`src/rtl/pin_in_filter.sv`:
```
// Pin input conditioning: synchroniser, glitch filter, edge detect, sticky interrupt state.
// Ports: clk_i/rst_i (async active-high), pins_i raw pins, filter_en_i, intr_en_rise_i,
//   intr_en_fall_i, intr_clr_i -> pins_o filtered value, rise_o/fall_o edge pulses,
//   intr_state_o sticky state, edge_cnt_o per-pin 8-bit edge counts.
// Optional: define PIN_IN_FILTER_EDGE_CNT_EN to build the saturating edge counters.
module pin_in_filter #(
  parameter int unsigned Width        = 1,
  parameter int unsigned SyncStages   = 2,
  parameter int unsigned FilterCycles = 16
) (
  input  logic               clk_i,
  input  logic               rst_i,
  input  logic [Width-1:0]   pins_i,
  input  logic [Width-1:0]   filter_en_i,
  input  logic [Width-1:0]   intr_en_rise_i,
  input  logic [Width-1:0]   intr_en_fall_i,
  input  logic [Width-1:0]   intr_clr_i,
  output logic [Width-1:0]   pins_o,
  output logic [Width-1:0]   rise_o,
  output logic [Width-1:0]   fall_o,
  output logic [Width-1:0]   intr_state_o,
  output logic [8*Width-1:0] edge_cnt_o
);

  localparam int unsigned CW = $clog2(FilterCycles + 1);
  localparam logic [CW-1:0] CntMax = CW'(FilterCycles - 1);

  logic [SyncStages-1:0][Width-1:0] sync_q;
  logic [Width-1:0]                 s;

  logic [Width-1:0][CW-1:0] cnt_q, cnt_d;
  logic [Width-1:0]         filt_q, filt_d;
  logic [Width-1:0]         prev_q;
  logic [Width-1:0]         intr_q, intr_d;
  logic [Width-1:0]         set;

  always_ff @(posedge clk_i or posedge rst_i) begin
    if (rst_i) begin
      sync_q <= '0;
    end else begin
      sync_q[0] <= pins_i;
      for (int i = 1; i < SyncStages; i++) begin
        sync_q[i] <= sync_q[i-1];
      end
    end
  end

  assign s = sync_q[SyncStages-1];

  // A new value is accepted only after it has differed from the
  // current one for FilterCycles consecutive edges.
  always_comb begin
    filt_d = filt_q;
    cnt_d  = '0;
    for (int i = 0; i < Width; i++) begin
      if (!filter_en_i[i]) begin
        filt_d[i] = s[i];
      end else if (s[i] != filt_q[i]) begin
        if (cnt_q[i] == CntMax) begin
          filt_d[i] = s[i];
        end else begin
          cnt_d[i] = cnt_q[i] + CW'(1);
        end
      end
    end
  end

  always_ff @(posedge clk_i or posedge rst_i) begin
    if (rst_i) begin
      cnt_q  <= '0;
      filt_q <= '0;
      prev_q <= '0;
      intr_q <= '0;
    end else begin
      cnt_q  <= cnt_d;
      filt_q <= filt_d;
      prev_q <= filt_q;
      intr_q <= intr_d;
    end
  end

  assign rise_o = filt_q & ~prev_q;
  assign fall_o = ~filt_q & prev_q;

  // Set has priority over a simultaneous clear.
  assign set    = (rise_o & intr_en_rise_i) | (fall_o & intr_en_fall_i);
  assign intr_d = set | (intr_q & ~intr_clr_i);

  assign pins_o       = filt_q;
  assign intr_state_o = intr_q;

`ifdef PIN_IN_FILTER_EDGE_CNT_EN
  logic [Width-1:0][7:0] ecnt_q, ecnt_d;
  logic [Width-1:0]      edge_hit;

  assign edge_hit = rise_o | fall_o;

  // Clear together with an edge counts that edge.
  always_comb begin
    ecnt_d = ecnt_q;
    for (int i = 0; i < Width; i++) begin
      if (intr_clr_i[i]) begin
        ecnt_d[i] = edge_hit[i] ? 8'd1 : 8'd0;
      end else if (edge_hit[i] && ecnt_q[i] != 8'hFF) begin
        ecnt_d[i] = ecnt_q[i] + 8'd1;
      end
    end
  end

  always_ff @(posedge clk_i or posedge rst_i) begin
    if (rst_i) begin
      ecnt_q <= '0;
    end else begin
      ecnt_q <= ecnt_d;
    end
  end

  assign edge_cnt_o = ecnt_q;
`else
  assign edge_cnt_o = '0;
`endif

endmodule

```
`config.mk`:
```
export PLATFORM = sky130hd
export DESIGN_NAME = pin_in_filter
export DESIGN_NICKNAME = d
export VERILOG_FILES = /design/src/rtl/pin_in_filter.sv
export SDC_FILE = /design/constraint.sdc
export NUM_CORES = 1
export LEC_CHECK = 0
export CAP_MARGIN = 15
export CORE_MARGIN = 4
export CORE_UTILIZATION = 29
export CTS_CLUSTER_DIAMETER = 120
export CTS_CLUSTER_SIZE = 25
export DETAILED_ROUTE_END_ITERATION = 10
export GPL_TIMING_DRIVEN = 1
export PLACE_DENSITY = 0.71
export SETUP_SLACK_MARGIN = 0.05
export SYNTH_ARGS = -nofsm -noshare
export SYNTH_HDL_FRONTEND = slang
export SYNTH_SLANG_ARGS = --single-unit
```
`constraint.sdc`:
```
create_clock -name clk_i -period 1.2 [get_ports clk_i]
set_input_delay 0.24 -clock clk_i [delete_from_list [all_inputs] [get_ports clk_i]]
set_output_delay 0.24 -clock clk_i [all_outputs]
set_load 0.1 [all_outputs]
```
# --- Word level (Yosys, flattened, before mapping) ---
# Index checks and enable logic that the tools add are counted.
word_totals:
  regBits: 10
  inputBits: 7
  output_inout_bits: 12
op_classes:
  add_sub_neg: 1
  n_reduce_logical: 1
  mux: 6
  n_eq_ne: 4
  bitwise_logic: 10
op_table:
  columns: ["operator", "count"]
  rows:
  - ["$mux 5", 3]
  - ["$add 5x1->5 const B", 1]
  - ["$and 1x1->1", 5]
  - ["$eq 5x4->1 const B", 1]
  - ["$ne 2x1->1 const B", 2]
  - ["$mux 1", 3]
  - ["$not 1->1", 3]
  - ["$or 1x1->1", 2]
  - ["$reduce_and 2->1", 1]
  - ["$ne 1x1->1", 1]

# --- Depth between registers and ports, before layout ---
# Gate-level depths: netlist of the first run.
depth:
  depth_word: 5
  ltp_mapped: 4
  depth_no_buf: 4

# --- Worst setup path after synthesis of the first run ---
# Ideal clock, no wire load.
synth_timing:
  path_type: "register to register"
  start: "register filt_q, in the netlist pins_o"
  end: "register intr_q, in the netlist intr_state_o"
  t_arrival_ns: 2.725
  period_less_slack_ns: 2.808
  path_stages_with_launch: 4
  slack_ns: -1.608
  path_buffers: 0
  setup_time_ns: 0.083
  cell_sequence: "dfrtp_1 -> nor2b_1 -> a22oi_1 -> o21ai_1"
synth_via:
  elab_cells_between_ends: 7
synth_rtl:
  columns: ["item", "line_no", "text"]
  rows:
  - ["start: declaration", "32", "logic [Width-1:0] filt_q, filt_d;"]
  - ["start signal: assignment", "76", "filt_q <= filt_d;"]
  - ["$and 1x1->1", "82", "assign rise_o = filt_q & ~prev_q;"]
  - ["named net rise_o", "19", "output logic [Width-1:0] rise_o,"]
  - ["$and 1x1->1", "86", "assign set = (rise_o & intr_en_rise_i) | (fall_o & intr_en_fall_i);"]
  - ["$or 1x1->1", "86", null]
  - ["$or 1x1->1", "87", "assign intr_d = set | (intr_q & ~intr_clr_i);"]
  - ["named net intr_d", "34", "logic [Width-1:0] intr_q, intr_d;"]
  - ["end signal: assignment", "78", "intr_q <= intr_d;"]
  - ["end: declaration", "34", null]
# The timed path passes the listed nets, and every way through them passes these cells.
# A chain may end at the register's enable or synchronous reset.

# --- Worst setup path in the final report of the first run ---
layout_timing:
  start: "register filt_q, in the netlist pins_o"
  end: "output port fall_o"
layout_via:
  elab_chain_cells: 2
layout_rtl:
  columns: ["item", "line_no", "text"]
  rows:
  - ["$not 1->1", "83", "assign fall_o = ~filt_q & prev_q;"]
  - ["$and 1x1->1", "83", null]
  - ["end: declaration", "20", "output logic [Width-1:0] fall_o,"]
# Every way passes these cells.

==> results of run 1 <==
[power breakdown]
part           internal [mW]  switching, mW
Clock                  0.184          0.112
Sequential             0.361         0.0207
Combinational          0.124          0.281
Total                  0.669          0.413
[flip-flops by register name, summed over array words and instances (netlist names)]
register / flops
cnt_q: 5
intr_state_o: 1
pins_o: 1
prev_q: 1
s: 1
sync_q: 1
[repair_timing]
item,4_1_cts,5_1_grt
resized for setup,3,1
endpoints found under the hold margin,0,0
pin swaps,2,0
setup buffers,2,0
endpoints found under the setup margin,7,9
hold buffers,0,0
[routing by layer]
metal	track usage	part of all wire	vias up
met1	0.1077	0.39	152
met3	0.05747	0.056	0
li1	-	-	153
met4	0.03315	0	0
met5	0	0	-
met2	0.1604	0.55	9
[synthesized netlist by cell type, drive strengths merged]
library cell  number
a22oi              1
buf                8
conb               1
dfrtp             10
ha                 1
inv                3
mux2               1
nand2              2
nand3              2
nor2               5
nor2b              2
o211ai             1
o21ai              2
xnor2              1
xor2               2
[worst max-delay path by stage]
| stage | from | endpoint | slack (ns) | cells past startpoint |
|---|---|---|---|---|
| floorplan | pins_o$_DFFE_PP0P_ | intr_state_o$_DFF_PP0_ | -0.34 | 3 |
| global placement | cnt_q[1]$_DFF_PP0_ | cnt_q[0]$_DFF_PP0_ | -0.01 | 5 |
| detailed placement | cnt_q[1]$_DFF_PP0_ | pins_o$_DFFE_PP0P_ | -0.03 | 4 |
| CTS | pins_o$_DFFE_PP0P_ | fall_o | -0.15 | 2 |
| global route | pins_o$_DFFE_PP0P_ | fall_o | -0.19 | 2 |
| finish | pins_o$_DFFE_PP0P_ | fall_o | -0.14 | 2 |
[stage by stage]
| step | cells | utilization |
|---|---|---|
| floorplan | 49 | - |
| global placement | 70 | 0.4561 |
| detailed placement | 70 | 0.4561 |
| CTS | 76 | 0.5014 |
| global route | 76 | 0.5068 |
| finish | 76 | 0.5068 |
[cells by family after synthesis]
kind of cell	share of synthesized area
compound gates	0.05572
xor+xnor	0.05851
fa+ha+maj	0.02785
buf+inv	0.1588
flops	0.5571
mux	0.02507
other cells	0.008349
simple gates	0.1086
[area by class of cell]
class	instances	area share
sequential	10	0.3625
multi-input combinational	28	0.2732
timing repair buffer	16	0.2696
clock buffer	4	0.05179
tap	15	0.02679
inverter	3	0.01607
[cell usage in the layout, fill, tap and decap left out]
cell,count
o211ai_1,1
mux2_4,1
xor2_2,1
a22oi_1,1
xor2_1,1
o21ai_2,1
nor2b_4,2
inv_1,3
ha_2,1
buf_4,5
nand2_1,2
dfrtp_1,9
nand3_1,1
nor2_1,5
conb_1,8
clkdlybuf4s50_1,6
dfrtp_4,1
clkbuf_4,3
o21ai_1,1
xnor2_1,1
buf_12,4
nand3_2,1
clkbuf_8,1
buf_6,1
==> impl_metrics.ini, run 1 <==
[run_status]
outcome = finished, violations left
violations = setup timing

[placement]
port_buffers = 10
dp_slack_ns = -0.02580
dpl-instance-area_sq_um = 630.6
place_congestion = 0.7005
dp_hpwl_microns = 647.3

[cts]
clkTransAtPathRegs_ns = 0.07
clock-sinks = 10
cts-buffers-inserted = 3
h-tree-depth = 1
cts-root-buf = clkbuf_4
cts_tree = yes
clk_path_buf_depth = 2
clk_latency_ns = 0.26

[grt]
first_global_vias = 351
grtUsageTotal = 0.09899
grt_max_degree = 11
grt-ovfl-total = 0
grt_first_pass_wirelength_mm = 1.462
antenna_found_initial = 0

[logic_synthesis]
synth_seq_cells = 10
ys_warn_count = 0
ys_types = 15
yosysTopAreaCell = dfrtp_1
synth_seq_area_share = 0.5571
yosys.area.top_type_share = 0.5571
post_synth_instance_area_sq_um = 449.2
synth.area.top_cells = dfrtp_1, buf_4, nor2_1, xor2_1, ha_1
syn_avg_cell_area_sq_um = 10.69
syn_inst = 42

[timing]
hold_slack_ns = 0.2462
finalCritPeriodShare = 1.117
rsz0062_at_grt = true
drv_slew = 0
finalCriticalPeriod_ns = 1.340
fmax_mhz = 746.1
setup_slack_ns = -0.1402
fin_tns_setup_ns = -0.4687
hold_viol = 0
setup-violations-final = 7
fin_skew_ns = 0.006309

[setup_path]
critPathCaptureType = output port
crit_path_start_kind = flop
reg2reg_to = cnt_q[1]$_DFF_PP0_
critPathKind = reg2out
r2r_slack_ns = -0.03
critical_path_required_ns = 0.96
regToRegStartpoint = cnt_q[0]$_DFF_PP0_
path_cells = nor2b_4 -> buf_12
critPathMaxFanout = 4
slowest_stage = dfrtp_4
cp.arrival_ns = 1.10
critical-path-top-delay-family = flip-flops
cpPeakStageDelay_ns = 0.50
crit_buf_inv = 1
r2r_cells = 5

[detailed_routing]
wl_per_cell_microns = 11.03
vias = 314
vias_per_cell = 4.132
dr.pass1.iters = 4
ant_nets = 0
remaining_drc_errors = 0
drtIter0Drc = 4
drt-total-wl_microns = 838

[layout]
syn_to_final_growth_pct = 55.99
multi_input_area_sq_um = 191.4
diodes = 0
fin_area_sq_um = 700.7
fin_nets = 70
drive_gt1_frac = 0.3607
n_fill_cell = 111
regArea_sq_um = 254.0

[floorplanning]
die_area_sq_um = 2243
ios = 19
die_width_microns = 47.36
start_util = 0.3249
die_h_microns = 47.36
core_sq_um = 1383
num_rows = 13

[worst_hold_path]
min_path_type = in2async

[run]
maxCapViolations = 0

[power_and_ir_drop]
p_per_area_nw_per_um2 = 1544
total_power_mw = 1.082
p_leak_nw = 0.3330
vdd_drop_max_v = 0.0007702
(Power assumes the default switching activity.)
==> run 2, diff against run 1 <==
Settings changed: CORE_AREA set to 4 4 41 43, CORE_MARGIN 4 to not set, CORE_UTILIZATION 29 to not set, DIE_AREA set to 0 0 45 47, DONT_BUFFER_PORTS set to 1, PLACE_DENSITY 0.71 to 0.6.
==> run 2 against run 1 <==
Net effect:
- utilization down 0.68 points
- highest routed layer is now met4
- fmax is 0.41% lower
- total power fell by 6.3%
- critical endpoint unchanged
- critical path type unchanged
- the run still ends with setup timing left
- largest cell class unchanged
- register-to-register slack got worse by 0.02 ns
==> impl_metrics.ini, run 2 (synthesis results as in run 1) <==
[run_status]
outcome = finished, violations left
violations = setup timing

[cts]
clk_latency_ns = 0.26
clk_path_buf_depth = 2
cts_tree = yes
h-tree-depth = 1
cts-root-buf = clkbuf_4
clock-sinks = 10
cts-buffers-inserted = 3
clkTransAtPathRegs_ns = 0.06

[power_and_ir_drop]
p_leak_nw = 0.3122
vdd_drop_max_v = 0.0008297
p_per_area_nw_per_um2 = 1557

[placement]
dp.cells = 63
place_congestion = 0.6592
port_buffers = 0
dp_hpwl_microns = 566.6

[layout]
n_fill_cell = 125
top_register = cnt_q
largest_reg_flops = 5
diodes = 0
syn_to_final_growth_pct = 44.85
mostFrequentLayoutCells = dfrtp_1, conb_1, nor2_1, buf_4, buf_12
fin_nets = 66
drive_gt1_frac = 0.3684
finalNonFillerCells = 72
final_common_cell = dfrtp_1

[setup_path]
crit_buf_inv = 1
cp_num_cells = 2
critical_path_required_ns = 0.96
path_cells = nor2b_4 -> buf_12
critPathKind = reg2out
critical-path-top-delay-family = flip-flops
cpPeakStageDelay_ns = 0.51
critPathCaptureType = output port
cp.arrival_ns = 1.11
crit_path_start_kind = flop
critPathMaxFanout = 4
slowest_stage = dfrtp_4
r2r_cells = 5

[floorplanning]
start_util = 0.3452
ios = 19
die_area_sq_um = 2115
num_rows = 13
die_width_microns = 45
die_h_microns = 47
core_sq_um = 1301

[detailed_routing]
drt-total-wl_microns = 816
vias = 300
dr.pass1.iters = 2
ant_nets = 0
remaining_drc_errors = 0
drtIter0Drc = 5
wl_per_cell_microns = 11.33
vias_per_cell = 4.167

[grt]
grt_first_pass_wirelength_mm = 1.407
grt-ovfl-total = 0
antenna_found_initial = 0
first_global_vias = 327
grt_max_degree = 11
grtUsageTotal = 0.1017

[timing]
rsz0062_at_grt = true
setup-violations-final = 7
fin_tns_setup_ns = -0.5518
hold_viol = 0
fmax_mhz = 743.1
fin_skew_ns = 0.005255
setup_slack_ns = -0.1458
finalCritPeriodShare = 1.122
finalCriticalPeriod_ns = 1.346
drv_slew = 0

[worst_hold_path]
min_path_type = in2reg
whs_path_depth = 1

[run]
maxCapViolations = 0
## run 2: cell types whose count changed in the layout (fill, tap and decap cells not counted), sizes merged
cell,previous run,this run
clkdlybuf4s50,6,0
dlygate4sd3,0,2
## run 2: path summary, 6_finish.rpt
check	from	end	slack, ns
worst min-delay path	intr_clr_i	intr_state_o$_DFF_PP0_	0.05
min in group asynchronous	rst_i	intr_state_o$_DFF_PP0_	0.39
max in group asynchronous	rst_i	pins_o$_DFFE_PP0P_	0.52
worst max register to register	cnt_q[1]$_DFF_PP0_	cnt_q[0]$_DFF_PP0_	-0.05
worst min register to register	sync_q[0]$_DFF_PP0_	s$_DFF_PP0_	0.35
worst max-delay path	pins_o$_DFFE_PP0P_	fall_o	-0.15
## run 2: power breakdown
| group | switching, mW | internal, mW |
|---|---|---|
| clock | 0.110 | 0.128 |
| combinational | 0.280 | 0.113 |
| sequential | 0.0199 | 0.361 |
## run 2: timing repair
action | CTS | global route
setup buffers | 2 | 1
endpoints found under the setup margin | 7 | 9
pin swaps | 1 | 0
endpoints found under the hold margin | 11 | 0
resized for setup | 6 | 1
hold buffers | 2 | 0
## run 2: area by class of cell
type	count	area, sq um	area share
clock buffer	4	26.28	0.04038
tap	15	18.77	0.02885
multi-input combinational	28	191.4	0.2942
sequential	10	254.0	0.3904
inverter	3	11.26	0.01731
timing repair buffer	12	148.9	0.2288
## run 2: stage by stage
stage / cell area [sq um] / power [mW] / setup slack [ns] / util / hold WS (ns)
6_report: 650.6 / 1.013 / -0.1458 / 0.5000 / 0.05197
4_1_cts: 635.6 / 1.020 / -0.1536 / 0.4885 / 0.04418
3_5_place_dp: 550.5 / 0.7415 / -0.04572 / 0.4231 / 0.1284
5_1_grt: 650.6 / 1.065 / -0.1859 / 0.5000 / 0.04053
2_1_floorplan: 501.7 / 0.6787 / -0.3393 / - / 0.08020
3_3_place_gp: 550.5 / 0.7392 / -0.01900 / 0.4231 / 0.1264
## run 2: routing by layer
metal,vias up,global-route usage,part of all wire
met4,0,0.1053,0.031
met2,10,0.1441,0.50
met1,141,0.1135,0.40
li1,145,-,-
met3,4,0.03831,0.070
met5,-,0,0
## run 2: worst register-to-register path: stages (launching register included)
cell and delay [ns]:
dfrtp_1 0.35, ha_2 0.19, nand3_2 0.10, buf_6 0.13, o211ai_1 0.27, nor2_1 0.08
